**src/rtl/seg_display_pkg.sv**
```systemverilog
// Shared constants for the multiplexed seven-segment display: active-low
// digit patterns (bit0 = segment a) and the refresh divider computation.
package seg_display_pkg;

  localparam logic [6:0] SEG_0 = 7'h40;
  localparam logic [6:0] SEG_1 = 7'h79;
  localparam logic [6:0] SEG_2 = 7'h24;
  localparam logic [6:0] SEG_3 = 7'h30;
  localparam logic [6:0] SEG_4 = 7'h19;
  localparam logic [6:0] SEG_5 = 7'h12;
  localparam logic [6:0] SEG_6 = 7'h02;
  localparam logic [6:0] SEG_7 = 7'h78;
  localparam logic [6:0] SEG_8 = 7'h00;
  localparam logic [6:0] SEG_9 = 7'h10;
  localparam logic [6:0] SEG_A = 7'h08;
  localparam logic [6:0] SEG_B = 7'h03;
  localparam logic [6:0] SEG_C = 7'h46;
  localparam logic [6:0] SEG_D = 7'h21;
  localparam logic [6:0] SEG_E = 7'h06;
  localparam logic [6:0] SEG_F = 7'h0E;

  localparam logic [6:0] SEG_BLANK = 7'h7F;

  localparam int unsigned NUM_DIGITS = 8;

  // Clock cycles each digit stays lit.
  function automatic int unsigned calc_div(input int unsigned clk_hz,
                                           input int unsigned digit_hz);
    return clk_hz / digit_hz;
  endfunction

endpackage

```
**src/rtl/hex_to_seg.sv**
```systemverilog
// Combinational hex nibble to active-low seven-segment pattern decoder.
module hex_to_seg
  import seg_display_pkg::*;
(
  input  logic [3:0] nibble,
  output logic [6:0] seg_n
);

  always_comb begin
    seg_n = SEG_BLANK;
    case (nibble)
      4'h0: seg_n = SEG_0;
      4'h1: seg_n = SEG_1;
      4'h2: seg_n = SEG_2;
      4'h3: seg_n = SEG_3;
      4'h4: seg_n = SEG_4;
      4'h5: seg_n = SEG_5;
      4'h6: seg_n = SEG_6;
      4'h7: seg_n = SEG_7;
      4'h8: seg_n = SEG_8;
      4'h9: seg_n = SEG_9;
      4'hA: seg_n = SEG_A;
      4'hB: seg_n = SEG_B;
      4'hC: seg_n = SEG_C;
      4'hD: seg_n = SEG_D;
      4'hE: seg_n = SEG_E;
      4'hF: seg_n = SEG_F;
      default: seg_n = SEG_BLANK;
    endcase
  end

endmodule

```
**src/rtl/seg_scan_display.sv**
```systemverilog
// Eight-digit hex scanner for a common-anode display. Values arrive over
// valid/ready and are promoted only at frame boundaries so a frame never tears.
module seg_scan_display
  import seg_display_pkg::*;
#(
  parameter int unsigned CLK_HZ   = 100000000,
  parameter int unsigned DIGIT_HZ = 1000
) (
  input  logic        clk,
  input  logic        rst,
  input  logic [31:0] value_in,
  input  logic        value_valid,
  output logic        value_ready,
  input  logic        hold,
  input  logic        blank_lz,
  output logic [6:0]  seg_n,
  output logic [7:0]  an_n,
  output logic        frame_done
);

  localparam int unsigned DIV   = calc_div(CLK_HZ, DIGIT_HZ);
  localparam int unsigned PRE_W = (DIV >= 2) ? $clog2(DIV) : 1;
  localparam logic [PRE_W-1:0] PRE_LAST = PRE_W'(DIV - 1);

  generate
    if (DIV < 2) begin : g_div_check
      $error("seg_scan_display: CLK_HZ/DIGIT_HZ must be at least 2");
    end
  endgenerate

  logic [PRE_W-1:0] prescaler_reg, prescaler_next;
  logic [2:0]       digit_reg, digit_next;
  logic             tick_d_reg;
  logic [31:0]      shown_reg;
  logic [31:0]      pending_reg;
  logic             pending_full_reg;
  logic [6:0]       seg_n_reg, seg_n_next;
  logic [7:0]       an_n_reg, an_n_next;
  logic             frame_done_reg;

  logic tick;
  logic frame_end;
  logic capture;
  logic promote;

  assign tick      = (prescaler_reg == PRE_LAST);
  assign frame_end = tick && (digit_reg == 3'd7);
  assign capture   = value_valid && !pending_full_reg;
  assign promote   = frame_end && pending_full_reg && !hold;

  assign prescaler_next = tick ? '0 : prescaler_reg + 1'b1;
  assign digit_next     = tick ? digit_reg + 3'd1 : digit_reg;

  // blank_mask[k] is set when digit k and every digit to its left are zero.
  logic [NUM_DIGITS-1:0] blank_mask;

  generate
    for (genvar gi = 0; gi < NUM_DIGITS; gi++) begin : g_blank
      if (gi == 0) begin : g_lsd
        assign blank_mask[gi] = 1'b0;
      end else begin : g_upper
        assign blank_mask[gi] = (shown_reg[31:4*gi] == '0);
      end
    end
  endgenerate

  logic [3:0] cur_nibble;
  logic [6:0] cur_seg_n;
  logic       cur_blank;

  assign cur_nibble = shown_reg[{digit_reg, 2'b00} +: 4];
  assign cur_blank  = blank_lz && blank_mask[digit_reg];

  hex_to_seg u_hex_to_seg (
    .nibble (cur_nibble),
    .seg_n  (cur_seg_n)
  );

  always_comb begin
    seg_n_next = seg_n_reg;
    an_n_next  = an_n_reg;
    if (tick_d_reg) begin
      an_n_next  = ~(8'b1 << digit_reg);
      seg_n_next = cur_blank ? SEG_BLANK : cur_seg_n;
    end
  end

  // Scan timing and output registers.
  always_ff @(posedge clk or negedge rst) begin
    if (!rst) begin
      prescaler_reg  <= '0;
      digit_reg      <= 3'd0;
      tick_d_reg     <= 1'b0;
      frame_done_reg <= 1'b0;
      seg_n_reg      <= SEG_BLANK;
      an_n_reg       <= 8'hFF;
    end else begin
      prescaler_reg  <= prescaler_next;
      digit_reg      <= digit_next;
      tick_d_reg     <= tick;
      frame_done_reg <= frame_end;
      seg_n_reg      <= seg_n_next;
      an_n_reg       <= an_n_next;
    end
  end

  // Capture and promotion are exclusive: one needs the slot empty, the other full.
  always_ff @(posedge clk or negedge rst) begin
    if (!rst) begin
      shown_reg        <= '0;
      pending_reg      <= '0;
      pending_full_reg <= 1'b0;
    end else begin
      if (promote) begin
        shown_reg        <= pending_reg;
        pending_full_reg <= 1'b0;
      end else if (capture) begin
        pending_reg      <= value_in;
        pending_full_reg <= 1'b1;
      end
    end
  end

  assign value_ready = !pending_full_reg;
  assign seg_n       = seg_n_reg;
  assign an_n        = an_n_reg;
  assign frame_done  = frame_done_reg;

endmodule

```
**config.mk**
```make
export PLATFORM = sky130hd
export DESIGN_NAME = seg_scan_display
export DESIGN_NICKNAME = d
export VERILOG_FILES = /design/src/rtl/seg_display_pkg.sv /design/src/rtl/hex_to_seg.sv /design/src/rtl/seg_scan_display.sv
export SDC_FILE = /design/constraint.sdc
export NUM_CORES = 1
export LEC_CHECK = 0
export CAP_MARGIN = 40
export CELL_PAD_IN_SITES_DETAIL_PLACEMENT = 0
export CELL_PAD_IN_SITES_GLOBAL_PLACEMENT = 1
export CORE_MARGIN = 2
export CORE_UTILIZATION = 40
export CTS_BUF_LIST = sky130_fd_sc_hd__clkbuf_16
export DETAILED_ROUTE_END_ITERATION = 8
export PLACE_DENSITY = 0.74
export SLEW_MARGIN = 25
export SYNTH_ARGS = -nofsm -noshare
export SYNTH_HDL_FRONTEND = slang
export SYNTH_HIERARCHICAL = 1
export SYNTH_SLANG_ARGS = --single-unit
```
**constraint.sdc**
```tcl
create_clock -name clk -period 2.9 [get_ports clk]
set_clock_uncertainty 0.1 [all_clocks]
set_input_delay 0.58 -clock clk [delete_from_list [all_inputs] [get_ports clk]]
set_output_delay 0.58 -clock clk [all_outputs]
set_load 0.02 [all_outputs]
```
# --- After elaboration in Yosys (flattened, before gate mapping) ---
# Memory sizes are Yosys's and may differ from the RTL's.
# Index checks and enable logic that the tools add are counted.
word_totals:
  register_bits: 102
  romBits: 112
  input_bits: 37
  mem_count: 1
op_classes:
  n_addsub: 2
  n_lt_le_gt_ge: 1
  eq_ne: 2
  n_shift: 2
  mux: 6
  bitwise: 2
  reduce_logical: 16
mem_list:
  columns: ["name", "depth", "width", "read_ports", "rd_ports_with_merged_regs", "wr", "line", "source"]
  rows:
  - ["(name not given)", 16, 7, 1, 0, 0, "hex_to_seg.sv:11", "case (nibble)"]
op_table:
  columns: ["cell", "n"]
  rows:
  - ["$shiftx A32 B6 Y4", 1]
  - ["$logic_not A28 Y1", 1]
  - ["$logic_not A24 Y1", 1]
  - ["$logic_not A20 Y1", 1]
  - ["$add A17 B1 Y17 const B", 1]
  - ["$eq A17 B17 Y1 const B", 1]
  - ["$mux W17", 1]
  - ["$logic_not A16 Y1", 1]
  - ["$logic_not A12 Y1", 1]
  - ["$logic_not A8 Y1", 1]
  - ["$not A8 Y8", 1]
  - ["$shl A1 B3 Y8 const A", 1]
  - ["$mux W7", 1]
  - ["$logic_and A1 B1 Y1", 5]
  - ["$logic_not A4 Y1", 1]
  - ["$lt A3 B4 Y1 const B", 1]
  - ["$add A3 B1 Y3 const B", 1]
  - ["$bmux W1 S3", 1]
  - ["$eq A3 B3 Y1 const B", 1]
  - ["$mux W1", 3]
  - ["$logic_not A1 Y1", 2]
  - ["$reduce_and A2 Y1", 1]
  - ["$reduce_bool A2 Y1", 1]
  - ["$not A1 Y1", 1]

# --- Depth between registers and ports, before layout ---
depth:
  depth_word: 6
  mapped_depth: 14

# --- Cells and area by module ---
# The synthesis kept the hierarchy.
by_module_without_submodules:
  columns: ["module", "instances", "cells_per_inst", "area_each_um2"]
  rows:
  - ["seg_scan_display", 1, 353, 4634.4]
  - ["hex_to_seg", 1, 32, 275.3]

# --- Worst setup path after synthesis ---
# No wires, ideal clock.
synth_timing:
  path_kind: "flip-flop to flip-flop"
  from: "register digit_reg[0]"
  to: "register seg_n_reg[0] (netlist: seg_n[0])"
  setup_ns: 0.089
  arrival_time_ns: 2.859
  required_ns: 2.711
  slack_ns: -0.148
  path_stages_with_launch: 14
  synth_period_minus_slack_ns: 3.048
  path_cell_list: "dfrtp_1 > buf_1 > mux4_2 > nand2_1 > nand2_1 > inv_1 > ha_1 > and2b_2 > or3b_1 > o21ai_0 > nor2_1 > nand2_1 > a21oi_1 > a211oi_1"
synth_rtl:
  columns: ["item", "line", "source"]
  rows:
  - ["start, declared", "seg_scan_display.sv:32", "logic [2:0] digit_reg, digit_next;"]
  - ["start signal, assigned", "seg_scan_display.sv:99", "digit_reg <= digit_next;"]
  - ["$shiftx A32 B6 Y4", "seg_scan_display.sv:71", "assign cur_nibble = shown_reg[{digit_reg, 2'b00} +: 4];"]
  - ["named net cur_nibble[1]", "seg_scan_display.sv:67", "logic [3:0] cur_nibble;"]
  - ["$mem_v2 Z16 W7", null, null]
  - ["named net cur_seg_n[0]", "seg_scan_display.sv:68", "logic [6:0] cur_seg_n;"]
  - ["$mux W7", "seg_scan_display.sv:84", "seg_n_next = cur_blank ? SEG_BLANK : cur_seg_n;"]
  - ["end signal, assigned", "seg_scan_display.sv:102", "seg_n_reg <= seg_n_next;"]
  - ["end, declared", "seg_scan_display.sv:37", "logic [6:0] seg_n_reg, seg_n_next;"]
# The timed path passes the listed nets, and every way through them passes these cells. The select of a mux whose other input is x is not followed.
# A chain may end at the register's enable or synchronous reset.

# --- Final worst setup path ---
layout_timing:
  from: "register digit_reg[0]"
  to: "register seg_n_reg[3] (netlist: seg_n[3])"
# The elaborated chain is that of the path after synthesis.

==> impl_table.tex <==
\begin{tabular}{lr}
\hline
Metric & Value \\
\hline
\multicolumn{2}{l}{\textbf{Placed design}} \\
Post-placement cell count & 576 \\
Port buffer count & 53 \\
Total half-perimeter wirelength after legalization and detailed placement & 6.785 mm \\
Area post-placement & 0.005605 mm\^{}2 \\
Placer congestion estimate & 0.7676 \\
\multicolumn{2}{l}{\textbf{Route}} \\
Routed len/inst & 15.83 um \\
Initial detailed-routing violation count & $\sim$140 \\
Total via count after detailed routing & 3066 \\
Pre-Repair DR Iteration Count & 4 \\
DRC Markers & 0 \\
Antenna-violating nets left & 0 \\
Final routed wirelength across all metal layers & 9.386 mm \\
Number of vias per cell & 5.170 \\
\multicolumn{2}{l}{\textbf{Clock network}} \\
CTS sink count & 102 \\
Clock tree root driver cell & sky130\_fd\_sc\_hd\_\_clkbuf\_16 \\
CTS H-tree depth & 3 \\
Post-CTS clock slew at the launch and capture registers of the worst setup and hold paths & 0.07 ns \\
Clock latency on the worst-skew pair & 0.35 ns \\
CTS tree & yes \\
TritonCTS buffer count & 9 \\
Number of hold-repair buffers added at the cts stage & 0 \\
Maximum root-to-sink buffer count & 2 \\
\multicolumn{2}{l}{\textbf{Global route}} \\
Global router's overall resource usage & 0.1586 \\
Number of antenna violations at the first check in global routing & 0 \\
Wire length of the first global-routing pass & 16.04 mm \\
Maximum number of pins on one net before global-route repair & 56 \\
Number of global-route vias before repair & about 3.2k \\
Total congestion overflow & 0 \\
\multicolumn{2}{l}{\textbf{STA}} \\
F\_max & 0.3757 GHz \\
Setup violators final & 0 \\
Slew headroom & 0.5919 \\
Final TNS setup & 0 ns \\
Unrepaired setup endpoints after global routing & no \\
Final-report hold violation count & 0 \\
Pin slew with the least headroom to its limit & 0.6121 ns \\
Max-slew violation total from the final report & 0 \\
Post-route clock period utilization & 0.9177 \\
Final Critical Period & about 2.7 ns \\
\multicolumn{2}{l}{\textbf{Final layout}} \\
Final Instance Area & 0.005891 mm\^{}2 \\
Proportion of layout cells with a drive suffix above 1 & 0.2601 \\
Relative area change from synthesis to final layout & 19.98\% \\
Fin cells & 593 \\
Final layout net count & 493 \\
Antenna diode count & 0 \\
Filler cell count in the final layout & between 1k and 1.5k \\
\multicolumn{2}{l}{\textbf{Synth}} \\
Synth cell count leaders & sky130\_fd\_sc\_hd\_\_dfrtp\_1 (87), sky130\_fd\_sc\_hd\_\_mux2\_2 (36), sky130\_fd\_sc\_hd\_\_nor2\_1 (35), sky130\_fd\_sc\_hd\_\_nand2\_1 (27), sky130\_fd\_sc\_hd\_\_mux2\_4 (20) \\
Area share of the leading cell type in the synthesized netlist & 0.4434 \\
Sequential share of the synthesized area & 0.5237 \\
Mean instance size in the synthesized netlist & about 13 um\^{}2 \\
Gate Count Post-Synth & 385 \\
Biggest area contributors in the synthesized netlist & sky130\_fd\_sc\_hd\_\_dfrtp\_1 (44\%), sky130\_fd\_sc\_hd\_\_mux2\_2 (8.3\%), sky130\_fd\_sc\_hd\_\_dfstp\_2 (8.0\%), sky130\_fd\_sc\_hd\_\_mux2\_4 (6.1\%), sky130\_fd\_sc\_hd\_\_mux4\_2 (3.7\%) \\
Most common flop cell mapped by yosys & sky130\_fd\_sc\_hd\_\_dfrtp\_1 \\
Synthesized area & 0.004910 mm\^{}2 \\
Unique cell type count in the Yosys netlist & between 40 and 50 \\
Yosys warnings & 6 \\
EDFF count, synth & 0 \\
Most common cell in the synthesized netlist & sky130\_fd\_sc\_hd\_\_dfrtp\_1 \\
Yosys reg bits & between 100 and 150 \\
Synthesized netlist net count & 436 \\
Share of synthesized flip-flops with an asynchronous set or reset & 1.000 \\
Cell accounting for the most synthesized area & sky130\_fd\_sc\_hd\_\_dfrtp\_1 \\
\multicolumn{2}{l}{\textbf{Floorplanning}} \\
Die width & 114.8 um \\
Die Height & around 110 um \\
Placeable Area & 0.01201 mm\^{}2 \\
Core Rows & 40 \\
Effective utilization at floorplan & 0.4088 \\
Area of the die & 0.01318 mm\^{}2 \\
\# IOs & 54 \\
\multicolumn{2}{l}{\textbf{Run}} \\
Max\_cap viols & 0 \\
\multicolumn{2}{l}{\textbf{Min path}} \\
Hold Crit Class & in2async \\
\multicolumn{2}{l}{\textbf{Setup path}} \\
Critical path data arrival time & 2.83 ns \\
Critical Path Max Stage Delay & 0.53 ns \\
Required time of the critical path & 3.07 ns \\
CP Launch Type & register \\
Cell type with the highest occurrence count on the critical path & sky130\_fd\_sc\_hd\_\_nand2\_1 \\
Cell with the biggest individual delay on the critical path & sky130\_fd\_sc\_hd\_\_mux4\_2 \\
Endpoint type of the worst setup path & register \\
Crit path max-delay family & multiplexers \\
Crit path cell chain & mux4\_2 -> nand2\_1 -> nand2\_1 -> inv\_1 -> ha\_1 -> inv\_1 -> mux4\_1 -> nor2\_1 -> nand2\_1 -> a21oi\_1 -> a211oi\_1 \\
Largest fanout of any net on the critical path & 8 \\
Worst setup path category & reg2reg \\
CP Buf/Inv Count & 2 \\
\multicolumn{2}{l}{\textbf{Run status}} \\
Status & complete, no violations \\
\multicolumn{2}{l}{\textbf{Power and ir drop}} \\
Max IR drop VDD & between 0.2 and 0.3 mV \\
Overall Power & 2.703 mW \\
Cell area power density & 458.9 mW/mm\^{}2 \\
Leak pwr & 2.588 nW \\
\hline
\end{tabular}
metrics by stage:
step	util	hold WS (ns)	setup slack, ns
floorplan	-	0.1844	0.07348
global placement	0.4654	0.3582	0.1017
detailed placement	0.4667	0.3649	0.02056
CTS	0.4881	0.1542	0.006084
global route	0.4904	0.1736	0.004581
finish	0.4904	0.1361	0.2386
repair_timing:
action	in CTS	in global routing
endpoints found under the setup margin	0	6
gates resized for setup	0	5
buffers inserted	0	2
power by group:
group / total [mW] / switching, mW / internal (mW)
Combinational: 0.130 / 0.0460 / 0.0835
Sequential: 1.50 / 0.0280 / 1.48
Clock: 1.07 / 0.503 / 0.567
area by class of cell:
cell class                      instances  area (um^2)  share of cell area
Inverter                               11        41.29            0.007009
Sequential cell                       102         2574              0.4369
Multi-Input combinational cell        252         2176              0.3694
Timing Repair Buffer                   66        658.1              0.1117
Clock inverter                          6        32.53            0.005523
Clock buffer                            9        225.2             0.03823
Tap cell                              147        183.9             0.03122
placed cells by master, fill, tap and decap left out, types with 2 or more instances in the layout:
| master | instances |
|---|---|
| sky130_fd_sc_hd__dfstp_2 | 15 |
| sky130_fd_sc_hd__inv_1 | 12 |
| sky130_fd_sc_hd__or3_1 | 3 |
| sky130_fd_sc_hd__dfrtp_1 | 85 |
| sky130_fd_sc_hd__xnor2_1 | 10 |
| sky130_fd_sc_hd__clkinv_1 | 2 |
| sky130_fd_sc_hd__nor3_1 | 3 |
| sky130_fd_sc_hd__nor2_1 | 35 |
| sky130_fd_sc_hd__clkdlybuf4s50_1 | 52 |
| sky130_fd_sc_hd__nand3_1 | 5 |
| sky130_fd_sc_hd__and2_1 | 2 |
| sky130_fd_sc_hd__a22o_1 | 2 |
| sky130_fd_sc_hd__mux4_2 | 8 |
| sky130_fd_sc_hd__clkbuf_16 | 9 |
| sky130_fd_sc_hd__xor2_1 | 4 |
| sky130_fd_sc_hd__and3_1 | 2 |
| sky130_fd_sc_hd__mux2_4 | 20 |
| sky130_fd_sc_hd__buf_4 | 11 |
| sky130_fd_sc_hd__a31oi_1 | 6 |
| sky130_fd_sc_hd__mux2_1 | 9 |
| sky130_fd_sc_hd__o21ai_0 | 6 |
| sky130_fd_sc_hd__nand2_1 | 26 |
| sky130_fd_sc_hd__dfrtp_2 | 2 |
| sky130_fd_sc_hd__mux2i_1 | 7 |
| sky130_fd_sc_hd__nor4_1 | 6 |
| sky130_fd_sc_hd__and4_1 | 2 |
| sky130_fd_sc_hd__a21oi_1 | 11 |
| sky130_fd_sc_hd__nand4_1 | 3 |
| sky130_fd_sc_hd__mux2_2 | 36 |
| sky130_fd_sc_hd__ha_1 | 13 |
| sky130_fd_sc_hd__nor2b_1 | 8 |
| sky130_fd_sc_hd__a211oi_1 | 7 |
| sky130_fd_sc_hd__buf_12 | 2 |
metal layers:
layer,up-vias,part of all wire,track usage
met2,54,0.47,0.2517
li1,1469,-,-
met4,0,0.026,0.08996
met1,1525,0.47,0.2037
met5,-,0,0
met3,18,0.031,0.03268
kinds of logic (layout without fill, tap and decap cells):
group | after synthesis | after routing | share of synthesized area
flops | 102 | 102 | 0.5237
fa+ha+maj | 14 | 14 | 0.03568
mux | 81 | 81 | 0.2207
buf+inv | 31 | 92 | 0.03593
compound gates | 36 | 36 | 0.04613
xor+xnor | 14 | 14 | 0.02497
simple gates | 107 | 107 | 0.1129
worst paths after layout:
check | startpoint | end | slack (ns) | cells past startpoint
min | rst | pending_reg[29] | 0.14 | 1
min reg2reg | an_n[7] | an_n[7] | 0.37 | 2
max reg2reg | digit_reg[0] | seg_n[3] | 0.24 | 11
max | digit_reg[0] | seg_n[3] | 0.24 | 11
max in group asynchronous | rst | an_n[4] | 1.81 | 2
min in group clk | an_n[7] | an_n[7] | 0.37 | 2
Power figures use the tool's default switching activity.
